==> config.mk <==
export PLATFORM = sky130hd
export DESIGN_NAME = mem_arbiter
export DESIGN_NICKNAME = d
export VERILOG_FILES = /design/src/rtl/mem_arb_pkg.sv /design/src/rtl/mem_arbiter_rr_arb2.sv /design/src/rtl/mem_arbiter.sv
export SDC_FILE = /design/constraint.sdc
export NUM_CORES = 1
export LEC_CHECK = 0
export BUFFER_PORTS_ARGS = -buffer_cell sky130_fd_sc_hd__buf_4
export CAP_MARGIN = 0
export CORE_AREA = 2 2 248 250
export CTS_CLUSTER_DIAMETER = 200
export DETAILED_ROUTE_END_ITERATION = 8
export DIE_AREA = 0 0 250 252
export HOLD_SLACK_MARGIN = 0.1
export PLACE_DENSITY = 0.3
export SLEW_MARGIN = 20
export SYNTH_ARGS = -nofsm -noshare
export SYNTH_HDL_FRONTEND = slang
export SYNTH_SLANG_ARGS = --single-unit
==> constraint.sdc <==
create_clock -name clk -period 3.26 [get_ports clk]
set_clock_uncertainty 0.1 [all_clocks]
set_input_delay 0.326 -clock clk [delete_from_list [all_inputs] [get_ports clk]]
set_output_delay 0.326 -clock clk [all_outputs]
set_load 0.01 [all_outputs]
==> src/rtl/mem_arb_pkg.sv <==
// Shared types and default widths for the two-port memory arbiter.
package mem_arb_pkg;

    localparam int unsigned DEF_ADDR_W = 28;
    localparam int unsigned DEF_DATA_W = 128;
    localparam int unsigned DEF_BEATS  = 4;

    // Bit positions inside the one-hot grant vector.
    localparam int unsigned GNT_IC = 0;
    localparam int unsigned GNT_DC = 1;

    typedef enum logic [1:0] {
        IDLE  = 2'd0,
        ISSUE = 2'd1,
        RESP  = 2'd2
    } state_e;

    typedef enum logic {
        OWN_IC = 1'b0,
        OWN_DC = 1'b1
    } owner_e;

    // A single-beat configuration still needs a one-bit counter register.
    function automatic int unsigned cnt_width(input int unsigned beats);
        return (beats > 1) ? $clog2(beats) : 1;
    endfunction

endpackage

==> src/rtl/mem_arbiter_rr_arb2.sv <==
// Two-way round-robin picker: a contested cycle goes to whoever was not granted last.
module rr_arb2
    import mem_arb_pkg::*;
(
    input  logic       ic_req_i,
    input  logic       dc_req_i,
    input  owner_e     last_i,
    output logic [1:0] gnt_o
);

    always_comb begin
        // NOTE: every combinational output gets a default first so no path infers a latch.
        gnt_o = 2'b00;
        if (ic_req_i && dc_req_i) begin
            if (last_i == OWN_IC) begin
                gnt_o[GNT_DC] = 1'b1;
            end else begin
                gnt_o[GNT_IC] = 1'b1;
            end
        end else if (dc_req_i) begin
            gnt_o[GNT_DC] = 1'b1;
        end else if (ic_req_i) begin
            gnt_o[GNT_IC] = 1'b1;
        end
    end

endmodule

==> src/rtl/mem_arbiter.sv <==
// Arbitrates icache reads and dcache reads/writes onto one memory port,
// steering multi-beat read responses back to the owning cache.
module mem_arbiter
    import mem_arb_pkg::*;
#(
    parameter int unsigned ADDR_W = DEF_ADDR_W,
    parameter int unsigned DATA_W = DEF_DATA_W,
    parameter int unsigned BEATS  = DEF_BEATS
) (
    input  logic                clk,
    input  logic                reset,

    input  logic                ic_req_valid,
    input  logic [ADDR_W-1:0]   ic_req_addr,
    output logic                ic_req_ready,
    output logic                ic_resp_valid,

    input  logic                dc_req_valid,
    input  logic                dc_req_rw,
    input  logic [ADDR_W-1:0]   dc_req_addr,
    input  logic [DATA_W-1:0]   dc_req_data,
    input  logic [DATA_W/8-1:0] dc_req_mask,
    output logic                dc_req_ready,
    output logic                dc_resp_valid,

    output logic [DATA_W-1:0]   resp_data,

    output logic                mem_req_valid,
    output logic                mem_req_rw,
    output logic [ADDR_W-1:0]   mem_req_addr,
    output logic [DATA_W-1:0]   mem_req_data,
    output logic [DATA_W/8-1:0] mem_req_mask,
    input  logic                mem_req_ready,
    input  logic                mem_resp_valid,
    input  logic [DATA_W-1:0]   mem_resp_data,

    output logic                proto_err
);

    localparam int unsigned        CNT_W     = cnt_width(BEATS);
    localparam logic [CNT_W-1:0]   LAST_BEAT = CNT_W'(BEATS - 1);

    state_e           state_q, state_d;
    owner_e           owner_q, owner_d;
    owner_e           last_q,  last_d;
    logic [CNT_W-1:0] cnt_q,   cnt_d;
    logic             err_q,   err_d;

    logic [1:0]       gnt;
    logic             owner_is_dc;
    logic             owner_valid;
    logic             owner_rw;

    rr_arb2 u_rr_arb2 (
        .ic_req_i (ic_req_valid),
        .dc_req_i (dc_req_valid),
        .last_i   (last_q),
        .gnt_o    (gnt)
    );

    assign owner_is_dc = (owner_q == OWN_DC);
    assign owner_valid = owner_is_dc ? dc_req_valid : ic_req_valid;
    assign owner_rw    = owner_is_dc & dc_req_rw;

    always_ff @(posedge clk or posedge reset) begin
        if (reset) begin
            state_q <= IDLE;
            owner_q <= OWN_DC;
            last_q  <= OWN_IC;
            cnt_q   <= '0;
            err_q   <= 1'b0;
        end else begin
            // NOTE: state registers use non-blocking assignments so every flop samples pre-edge values.
            state_q <= state_d;
            owner_q <= owner_d;
            last_q  <= last_d;
            cnt_q   <= cnt_d;
            err_q   <= err_d;
        end
    end

    always_comb begin
        state_d = state_q;
        owner_d = owner_q;
        last_d  = last_q;
        cnt_d   = cnt_q;
        err_d   = err_q;

        unique case (state_q)
            IDLE: begin
                if (|gnt) begin
                    owner_d = gnt[GNT_DC] ? OWN_DC : OWN_IC;
                    state_d = ISSUE;
                end
            end
            ISSUE: begin
                // The owner is locked in; withdrawing its request here is a protocol violation.
                if (!owner_valid) begin
                    err_d = 1'b1;
                end
                if (mem_req_ready) begin
                    last_d = owner_q;
                    if (owner_rw) begin
                        state_d = IDLE;
                    end else begin
                        state_d = RESP;
                        cnt_d   = '0;
                    end
                end
            end
            RESP: begin
                if (mem_resp_valid) begin
                    if (cnt_q == LAST_BEAT) begin
                        cnt_d   = '0;
                        state_d = IDLE;
                    end else begin
                        cnt_d = cnt_q + 1'b1;
                    end
                end
            end
            default: begin
                state_d = IDLE;
            end
        endcase

        if (mem_resp_valid && (state_q != RESP)) begin
            err_d = 1'b1;
        end
    end

    always_comb begin
        mem_req_valid = (state_q == ISSUE);
        mem_req_rw    = owner_rw;
        mem_req_addr  = owner_is_dc ? dc_req_addr : ic_req_addr;
        mem_req_data  = owner_is_dc ? dc_req_data : '0;
        mem_req_mask  = owner_is_dc ? dc_req_mask : '0;

        ic_req_ready  = mem_req_valid && mem_req_ready && !owner_is_dc;
        dc_req_ready  = mem_req_valid && mem_req_ready &&  owner_is_dc;

        ic_resp_valid = (state_q == RESP) && mem_resp_valid && !owner_is_dc;
        dc_resp_valid = (state_q == RESP) && mem_resp_valid &&  owner_is_dc;
    end

    assign resp_data = mem_resp_data;
    assign proto_err = err_q;

endmodule

==> impl_metrics.csv <==
group,metric,value,unit
outcome,status,"finished, final reports clean",
grt,grt-ovfl-total,0,
power,power_density,512.0,mW/mm2
timing,whs,0.2752,ns
timing,hold_violations,0,
timing,setup_viol,0,
worst_setup_path,rr_endpoint,"state_q[1]",
synthesis,yosys.area_share.simple,37.60,%
detailed_routing,drc,0,
worst_setup_path,critPathMaxFanout,49,
power,total_power,2.865,mW
timing,post-route-period-util,71.51,%
timing,min_period,2.331,ns
worst_setup_path,cp-startpoint,"owner_is_dc",
min_path,hp-class,"in -> reg",
worst_setup_path,r2r_slack,1.91,ns
placement,port_buffers,385,
placement,place_hpwl,12.51,mm
worst_setup_path,slowest_stage,"dfstp_4",
cts,cts.clk_slew.worst_paths,0.04,ns
finish,final-instance-count-excl-fill,1386,
placement,preCtsSetupSlack,1.148,ns
detailed_routing,num_vias,3223,
finish,nets,940,
synthesis,synth_xor_area_share,0,%
worst_setup_path,cp_top_family,"flip-flops",
detailed_routing,dr.pass1.iters,4,
power,p_int,1.653,mW
floorplanning,rows,90,
floorplanning,die_area,0.06300,mm2
worst_setup_path,max_stage_delay,0.66,ns
cts,cts_buffers,3,
power,p_leak,2.640,nW
detailed_routing,wl_per_cell,10.43,um
power,seq_power_share,6.5,%
synthesis,netlist_area,0.002695,mm2
synthesis,synthesis.instances,360,
timing,slew_viol_final,0,
worst_setup_path,rr_worst_depth,3,
cts,htree_levels,1,
worst_setup_path,worst-path-stages,3,
cts,cts_hold_buf,1,
synthesis,yosys_register_bits,7,
timing,rsz0062_at_grt,"no",
floorplanning,initial_core_util,4.482,%
synthesis,synth_compound_area_share,2.461,%
worst_setup_path,crit_type,"reg -> out",
finish,postLayoutCellArea,0.005597,mm2
placement,dp_cells,1380,
detailed_routing,detail_route.wirelength,14.45,mm
synthesis,synth_mux_area_share,12.07,%
timing,setup_ws,0.9289,ns
power,power.switching,1.212,mW
cts,cts_setup_buffers,0,
placement,place_area,0.005505,mm2
synthesis,synth-seq-area-share,6.546,%
cts,cts_buffer_depth,2,
worst_setup_path,endpoint,"mem_req_addr[12]",
worst_setup_path,start_kind,"flip-flop",
worst_setup_path,end_kind,"primary output",
cts,cts_tree,"done",
grt,grt_use_total,3.995,%
run,drv_cap,0,
timing,relSlewSlack,66.12,%
cts,cts_sinks,7,
worst_setup_path,critPathBufInv,2,
floorplanning,io_pins,642,
grt,antenna_found_initial,2,
synthesis,synthAdderAreaFrac,0.4643,%
synthesis,yosysWarningCount,0,
synthesis,syn-num-nets,696,
worst_setup_path,path_cells,"buf_4, mux2_2, buf_4",
floorplanning,die_w,250,um
cts,post_cts_resized,0,
cts,insertion_delay,0.23,ns
grt,first_global_vias,3306,
power,clkPwrFrac,7.4,%
worst_setup_path,worstPathRequired,2.83,ns
floorplanning,die_y,252,um
synthesis,syn_avg_cell_area,7.486,um2
grt,grt_start_max_net_pins,124,
finish,drive_above_1_share,70.48,%
synthesis,synth_top_family_by_area,"buffers and inverters",
finish,area_delta_synth_final,107.7,%
power,p_comb_share,86.1,%
synthesis,synthDistinctLibCells,28,
finish,final_core_util,9.307,%
worst_setup_path,worstReg2RegStart,"owner_is_dc",
timing,worstMarginPinSlew,0.5083,ns
detailed_routing,viasPerCell,2.325,
detailed_routing,ant_nets,0,
worst_setup_path,worstPathArrival,1.91,ns
timing,fmax,0.4290,GHz
timing,final.setup.tns,0,ns
power,p_sw_share,42.29,%
grt,grt_pass1_wl,19.44,mm
floorplanning,fp.coreArea,0.06013,mm2
detailed_routing,drtIter0Drc,131,
worst_setup_path,crit_path_frequent_cell,"buf_4",
cts,clock-root-buffer,"clkbuf_16",
power,ir_worst_vdd,0.3086,mV
placement,place.gp.congestion,0.7240,
[state kept, by name (all words and copies together) (netlist names)]
signal / cells
proto_err: 1
owner_is_dc: 1
cnt_q: 2
state_q: 2
last_q: 1
[logic make-up after synthesis]
kind of cell | count (synthesis)
AO/OA/AOI/OAI | 10
adder cells (fa/ha/maj) | 1
buffers and inverters | 152
flip-flops | 7
multiplexers | 29
AND/OR/NAND/NOR | 161
[synthesized netlist by cell type]
cell	n	share of area, %
o21ai_2	1	0.33
nand2b_1	1	0.23
mux2_2	28	12
buf_6	3	1.3
nor3_1	1	0.19
and2b_2	1	0.33
nor2_1	4	0.56
o22ai_1	1	0.23
inv_1	3	0.42
a21oi_1	3	0.56
ha_1	1	0.46
nand2_1	5	0.70
o21ai_1	1	0.19
buf_2	3	0.56
nand3b_4	1	0.74
a32o_1	1	0.37
nor3_2	1	0.37
o21ai_0	1	0.19
clkbuf_2	13	2.4
and2_1	145	34
buf_4	130	36
dfstp_2	1	0.98
a21o_2	1	0.33
mux2i_1	1	0.37
dfrtp_1	6	5.6
o31ai_1	1	0.28
nor3_4	1	0.60
or3_1	1	0.23
[final cells by class]
| cell class | count | area, um2 |
|---|---|---|
| antenna | 1 | 2.502 |
| clock buffer | 4 | 78.83 |
| fill | 7066 | 54540 |
| inverter | 3 | 11.26 |
| multi-input combinational | 201 | 1418 |
| sequential | 7 | 180.2 |
| tap | 782 | 978.4 |
| timing repair buffer | 388 | 2928 |
[worst min-delay path, stage by stage]
cell	delay [ns]
buf_4	0.12
a21oi_1	0.06
o21ai_1	0.06
[power groups by stage]
stage	combinational, mW	clock (mW)	sequential (mW)
finish	2.47	0.211	0.187
floorplan	1.45	0	0.144
global placement	2.57	0	0.188
detailed placement	2.53	0	0.191
global route	2.68	0.224	0.199
CTS	2.54	0.213	0.189
[layout by cell type, fill, tap and decap left out, drive strengths merged, types with 3 or more instances in the layout]
cell type    n
and2       145
clkbuf       4
buf        387
nand2        5
inv          3
nor3         3
a21oi        3
nor2         4
o21ai        3
mux2        28
dfrtp        6
[worst min-delay path by stage]
stage,to,cells after the start,from
2_1_floorplan,cnt_q[0],1,reset
3_3_place_gp,last_q,2,reset
3_5_place_dp,last_q,2,reset
4_1_cts,state_q[0],3,ic_req_valid
5_1_grt,state_q[0],3,ic_req_valid
6_report,proto_err,3,mem_resp_valid
[metal layers]
layer / track usage (%) / vias to the layer above / routed length [um] / share of wire, %
li1: - / 1473 / - / -
met1: 3.779 / 1336 / 4710 / 33
met2: 6.423 / 400 / 6525 / 45
met3: 3.683 / 10 / 3026 / 21
met4: 0.4106 / 4 / 54 / 0.37
met5: 1.622 / - / 134 / 0.93
Power figures use the tool's default switching activity.
